### src/rtl/johnson_counter_n_if.sv
// Control and status bundle for johnson_counter_n. The bench or host logic
// takes the master side; the counter takes the slave side.
interface johnson_counter_n_if #(
  parameter int WIDTH = 4
);
  localparam int PW = $clog2(2 * WIDTH);

  logic             en;
  logic             dir;
  logic             mode;
  logic             load;
  logic [WIDTH-1:0] load_val;
  logic [WIDTH-1:0] Q;
  logic [WIDTH-1:0] Qbar;
  logic [PW-1:0]    phase;
  logic             tc;
  logic             err;

  modport master (
    output en, dir, mode, load, load_val,
    input  Q, Qbar, phase, tc, err
  );

  modport slave (
    input  en, dir, mode, load, load_val,
    output Q, Qbar, phase, tc, err
  );
endinterface

### src/rtl/johnson_counter_n.sv
// Parametrised twisted-ring / one-hot ring phase counter with direction,
// enable, parallel load, illegal-state self-correction and phase decode.
module johnson_counter_n #(
  parameter int WIDTH = 4
) (
  input  logic                clk,
  input  logic                rst,
  johnson_counter_n_if.slave  bus
);
  localparam int PW = $clog2(2 * WIDTH);
  localparam int CW = $clog2(WIDTH + 1);

  logic [WIDTH-1:0] q;
  logic [WIDTH-1:0] next_q;
  logic [WIDTH-1:0] seed;
  logic             mode_q;
  logic             err_q;
  logic             next_err;
  logic [CW-1:0]    ones;
  logic [CW-1:0]    trans;
  logic             legal;
  logic [PW-1:0]    phase;
  logic [PW-1:0]    last_phase;
  logic             wrap_point;

  assign seed = bus.mode ? WIDTH'(1) : '0;

  // Bit population and adjacent-bit transitions classify the state.
  always_comb begin
    ones  = '0;
    trans = '0;
    for (int i = 0; i < WIDTH; i++) begin
      ones = ones + CW'(q[i]);
    end
    for (int i = 0; i < WIDTH - 1; i++) begin
      trans = trans + CW'(q[i] ^ q[i+1]);
    end
  end

  assign legal = bus.mode ? (ones == CW'(1)) : (trans <= CW'(1));

  // NOTE: every variable driven here gets a default on entry, so no path
  // through the if/for nest can leave it unassigned and infer a latch.
  always_comb begin
    phase = '0;
    if (legal) begin
      if (bus.mode) begin
        for (int i = 0; i < WIDTH; i++) begin
          if (q[i]) phase = PW'(i);
        end
      end else if (q[0] || (q == '0)) begin
        phase = PW'(ones);
      end else begin
        phase = PW'(2 * WIDTH) - PW'(ones);
      end
    end
  end

  assign last_phase = bus.mode ? PW'(WIDTH - 1) : PW'(2 * WIDTH - 1);
  assign wrap_point = bus.dir ? (phase == '0) : (phase == last_phase);

  always_comb begin
    next_q   = q;
    next_err = 1'b0;
    if (bus.mode != mode_q) begin
      next_q = seed;
    end else if (bus.load) begin
      next_q = bus.load_val;
    end else if (!legal) begin
      next_q   = seed;
      next_err = 1'b1;
    end else if (bus.en) begin
      unique case ({bus.mode, bus.dir})
        2'b00:   next_q = {q[WIDTH-2:0], ~q[WIDTH-1]};
        2'b01:   next_q = {~q[0], q[WIDTH-1:1]};
        2'b10:   next_q = {q[WIDTH-2:0], q[WIDTH-1]};
        default: next_q = {q[0], q[WIDTH-1:1]};
      endcase
    end
  end

  // NOTE: state registers use non-blocking assignments so every flop samples
  // the pre-edge values, independent of block ordering.
  always_ff @(posedge clk) begin
    if (rst) begin
      q     <= seed;
      err_q <= 1'b0;
    end else begin
      q     <= next_q;
      err_q <= next_err;
    end
  end

  // mode_q follows mode even through reset so a mode chosen during reset
  // is not seen as a change once reset drops.
  always_ff @(posedge clk) begin
    mode_q <= bus.mode;
  end

  assign bus.Q     = q;
  assign bus.Qbar  = ~q;
  assign bus.phase = phase;
  assign bus.err   = err_q;
  assign bus.tc    = !rst && bus.en && legal && !bus.load &&
                     (bus.mode == mode_q) && wrap_point;
endmodule

### src/flat_wrapper.sv
// flat-port wrapper written by rule: the top's interface ports become plain ports
module johnson_counter_n_flat 
#(
  parameter int WIDTH = 4
)
  (clk, rst, bus_en, bus_dir, bus_mode, bus_load, bus_load_val, bus_Q, bus_Qbar, bus_phase, bus_tc, bus_err);
  johnson_counter_n_if #(.WIDTH(WIDTH)) bus_i ();
  input  logic clk;
  input  logic rst;
  input wire logic [$bits(bus_i.en)-1:0] bus_en;
  input wire logic [$bits(bus_i.dir)-1:0] bus_dir;
  input wire logic [$bits(bus_i.mode)-1:0] bus_mode;
  input wire logic [$bits(bus_i.load)-1:0] bus_load;
  input wire logic [$bits(bus_i.load_val)-1:0] bus_load_val;
  output wire logic [$bits(bus_i.Q)-1:0] bus_Q;
  output wire logic [$bits(bus_i.Qbar)-1:0] bus_Qbar;
  output wire logic [$bits(bus_i.phase)-1:0] bus_phase;
  output wire logic [$bits(bus_i.tc)-1:0] bus_tc;
  output wire logic [$bits(bus_i.err)-1:0] bus_err;
  assign bus_i.en = bus_en;
  assign bus_i.dir = bus_dir;
  assign bus_i.mode = bus_mode;
  assign bus_i.load = bus_load;
  assign bus_i.load_val = bus_load_val;
  assign bus_Q = bus_i.Q;
  assign bus_Qbar = bus_i.Qbar;
  assign bus_phase = bus_i.phase;
  assign bus_tc = bus_i.tc;
  assign bus_err = bus_i.err;
  johnson_counter_n #(.WIDTH(WIDTH)) u_core (.clk(clk), .rst(rst), .bus(bus_i));
endmodule
### config.mk
export PLATFORM = sky130hd
export DESIGN_NAME = johnson_counter_n_flat
export DESIGN_NICKNAME = d
export VERILOG_FILES = /design/src/rtl/johnson_counter_n_if.sv /design/src/rtl/johnson_counter_n.sv /design/src/flat_wrapper.sv
export SDC_FILE = /design/constraint.sdc
export NUM_CORES = 1
export LEC_CHECK = 0
export ABC_AREA = 1
export CAP_MARGIN = 20
export CORE_MARGIN = 1
export CORE_UTILIZATION = 35
export CTS_BUF_LIST = sky130_fd_sc_hd__clkbuf_4 sky130_fd_sc_hd__clkbuf_8 sky130_fd_sc_hd__clkbuf_16
export DETAILED_ROUTE_END_ITERATION = 10
export RECOVER_POWER = 50
export SYNTH_ARGS = -nofsm -noshare
export SYNTH_HDL_FRONTEND = slang
export SYNTH_SLANG_ARGS = --single-unit
### constraint.sdc
create_clock -name clk -period 4.2 [get_ports clk]
set_input_delay 1.26 -clock clk [delete_from_list [all_inputs] [get_ports clk]]
set_output_delay 1.26 -clock clk [all_outputs]
set_load 0.05 [all_outputs]
==> metrics.txt, run 1 <==
result of the run=complete, no violations; Period minus WS final=about 4.0 ns; drt wl/cell=around 11 um; WP data required=~2.9 ns; fin worst setup slack=0.2366 ns; worst hold path type=register to register; Max Fanout on Critical Path=4; Port Buffers=22; # IOs=23; kind of launch point of the worst setup path=register; CTS H-tree lvls=1; number of antenna violations at the first check in global routing=0; final wirelength=~1700 um; hold path startpoint=u_core.bus.Q[2]; post-detailed-route via-to-cell ratio=4.664; synthesized net count=114; hold bufs inserted after CTS=0; Pins Over Slew Limit=0; 1st-iter DRT viols=10; post-route worst hold slack=0.7252 ns; placer congestion estimate=between 0.7 and 0.8; met1 capacity usage during global routing=21.73%; Worst Hold Endpoint=u_core.bus.Q[3]; count of final setup violators=0; cell count of the worst reg-to-reg path=12; starting density of the core=39.31%; CTS Sinks=6; setup repair after global routing missed its margin=no; count of flip-flops with a built-in enable after synthesis=4; Synth area leader=sky130_fd_sc_hd__edfxtp_1; pre-CTS setup slack=between 0.05 and 0.06 ns; worst supply voltage drop on vdd=between 0.0002 and 0.00025 V; DRC=0; vias in the first global route=~620; number of diodes=0; global-route wire length before repair=between 2000 and 3000 um; residual overflow from global routing=0; detailed-route via count=roughly 700; clock skew after layout=between 0.007 and 0.008 ns; Yosys top cell area share=16.96%; clock buffer depth=2; area of the mapped netlist=about 700 um^2; cell leakage power=roughly 0.5 nW; worst-margin pin slew=around 0.5 ns; Synth Flop Type=sky130_fd_sc_hd__edfxtp_1; Critical R2R Capture=u_core.bus.Q[0]; standard-cell rows=15; number of cells on the worst hold path=2; Die Outline Area=0.002207 mm^2; clock latency on the worst-skew pair=0.25 ns; Post-Syn Area per Cell=7.377 um^2; fraction of layout instances using a drive strength above 1=25.20%; clock edge transition at the registers on the reported setup and hold paths=about 0.050 ns; met3 usage=2.308%; vertical die dimension=roughly 47 um; post-synthesis async set-or-reset flop share=0%; post-layout instance area=about 0.0011 mm^2; f_max=between 200 and 300 MHz; FF+latch count, synth=6; CP Class=register to output pin; Layout area overhead=54.77%; Net count, final=roughly 150; Num CTS Buffers=3; root cell of the clock tree=sky130_fd_sc_hd__clkbuf_4; post-synthesis sequential area ratio=around 23%; worst slew margin relative to its limit=between 60% and 70%; category of the worst setup path capture point=output pin; R2R setup slack=approximately 1.8 ns; Reg-to-Reg Start=u_core.bus.Q[0]; met2 routing resource usage after global routing=30.28%; First-pass DRT Iterations=4; GRT Total Usage=18.13%; ANT nets after route=0; core region area=roughly 0.0018 mm^2; hpwl dp=around 1400 um; maximum number of pins on one net before global-route repair=11; width of the chip=about 47 um; power density cells=around 350 mW/mm^2; Final Power=between 0.0003 and 0.0004 W; post-synth cell types=25; post-synthesis cell count=96; max-cap check violation count=0; CTS tree=yes; Setup Total Neg Slack=0 ns; top post-synthesis cells by area=sky130_fd_sc_hd__edfxtp_1, sky130_fd_sc_hd__ha_1, sky130_fd_sc_hd__nand2_1; signal arrival time at the worst endpoint=between 2 and 3 ns; yosys synthesis warning count=0; Area after DPL=0.001054 mm^2; Most Used Layer, Global Route=met2; Final Hold Violating Endpoints=0; share of the clock period used by the worst path=94.37%
==> registers in the layout, summed over array words and instances, names as in the netlist <==
name / flops
u_core.bus.Q: 4
u_core.bus.err: 1
u_core.mode_q: 1
==> layout make-up <==
type,instances,area (um^2)
multi-input combinational,69,491.7
sequential,6,160.2
clock buffer,4,30.03
fill,181,705.7
inverter,19,80.08
timing repair buffer,29,302.8
tap,25,31.28
==> timing repair <==
action / 4_1_cts / 5_1_grt
endpoints found under the setup margin: 0 / 1
setup buffers: 0 / 3
gates resized for setup: 0 / 1
==> layer usage <==
| layer | up-vias | share of wire [%] |
|---|---|---|
| li1 | 369 | - |
| met5 | - | 0 |
| met1 | 319 | 43 |
| met4 | 0 | 2.5 |
| met2 | 16 | 51 |
| met3 | 5 | 2.7 |
==> worst max-delay path: stages, from the launching register on <==
cell                         delay, ns
sky130_fd_sc_hd__edfxtp_1         0.45
sky130_fd_sc_hd__clkinvlp_4       0.17
sky130_fd_sc_hd__ha_4             0.29
sky130_fd_sc_hd__inv_1            0.05
sky130_fd_sc_hd__fa_2             0.33
sky130_fd_sc_hd__inv_2            0.07
sky130_fd_sc_hd__ha_4             0.20
sky130_fd_sc_hd__nor2_4           0.09
sky130_fd_sc_hd__nand2_4          0.08
sky130_fd_sc_hd__nand2_4          0.07
sky130_fd_sc_hd__inv_2            0.05
sky130_fd_sc_hd__nor2_4           0.09
sky130_fd_sc_hd__nand2_2          0.06
sky130_fd_sc_hd__nor2_1           0.09
sky130_fd_sc_hd__nand2_1          0.09
sky130_fd_sc_hd__nor2_4           0.13
sky130_fd_sc_hd__buf_12           0.14
==> cell families after synthesis <==
| kind of cell | Yosys count | share of synthesized area [%] |
|---|---|---|
| simple gates | 46 | 33.39 |
| fa+ha+maj | 8 | 16.25 |
| compound gates | 15 | 13.78 |
| flops | 6 | 22.62 |
| buf+inv | 21 | 13.96 |
==> Yosys cell counts (2+ instances only) <==
cell type	count
sky130_fd_sc_hd__nand3_1	10
sky130_fd_sc_hd__nand4_1	2
sky130_fd_sc_hd__fa_1	2
sky130_fd_sc_hd__inv_1	15
sky130_fd_sc_hd__dfxtp_1	2
sky130_fd_sc_hd__o21ai_0	6
sky130_fd_sc_hd__ha_1	6
sky130_fd_sc_hd__edfxtp_1	4
sky130_fd_sc_hd__o22ai_1	2
sky130_fd_sc_hd__a21oi_1	3
sky130_fd_sc_hd__inv_2	3
sky130_fd_sc_hd__nor2_1	11
sky130_fd_sc_hd__nand2_1	16
sky130_fd_sc_hd__nand2_4	2
sky130_fd_sc_hd__buf_6	2
==> through the flow <==
step / utilization (%) / cells
2_1_floorplan: - / 96
3_3_place_gp: 58.47 / 145
3_5_place_dp: 58.47 / 145
4_1_cts: 60.14 / 149
5_1_grt: 60.83 / 152
6_report: 60.83 / 152
==> how the worst max path moves through the flow <==
stage,startpoint,end,slack (ns)
2_1_floorplan,u_core.bus.Q[0],bus_tc,-0.39
3_3_place_gp,bus_mode,bus_tc,0.10
5_1_grt,u_core.bus.Q[0],bus_tc,0.02
3_5_place_dp,bus_mode,bus_tc,0.06
4_1_cts,bus_mode,bus_tc,0.05
6_report,u_core.bus.Q[0],bus_tc,0.24
==> cell usage in the layout (no fill, tap or decap), drive strengths merged <==
cell,instances
clkinvlp,1
nor2,14
dlygate4sd3,1
fa,2
nand3,10
inv,17
ha,6
or2,1
clkdlybuf4s50,16
o22ai,2
o211ai,1
nand2,19
edfxtp,4
clkbuf,6
buf,10
a21boi,1
clkinv,1
dfxtp,2
a21oi,4
o21ai,7
nand4,2
==> where the power goes <==
group,switching [W],internal (W),total (W)
logic,0.000147,0.000101,0.000247
clock network,0.0000235,0.0000426,0.0000661
registers,0.00000553,0.0000691,0.0000746
total,0.000176,0.000212,0.000388
No activity file was read; power rests on OpenSTA's default activity.
==> run 2: changes to the inputs <==
--- a/config.mk
+++ b/config.mk
@@ -6,7 +6,6 @@
 export NUM_CORES = 1
 export LEC_CHECK = 0
 export ABC_AREA = 1
-export CAP_MARGIN = 20
 export CORE_MARGIN = 1
 export CORE_UTILIZATION = 35
 export CTS_BUF_LIST = sky130_fd_sc_hd__clkbuf_4 sky130_fd_sc_hd__clkbuf_8 sky130_fd_sc_hd__clkbuf_16
==> results of run 2 <==
Final layout, timing and power as in run 1 (identical DEF).
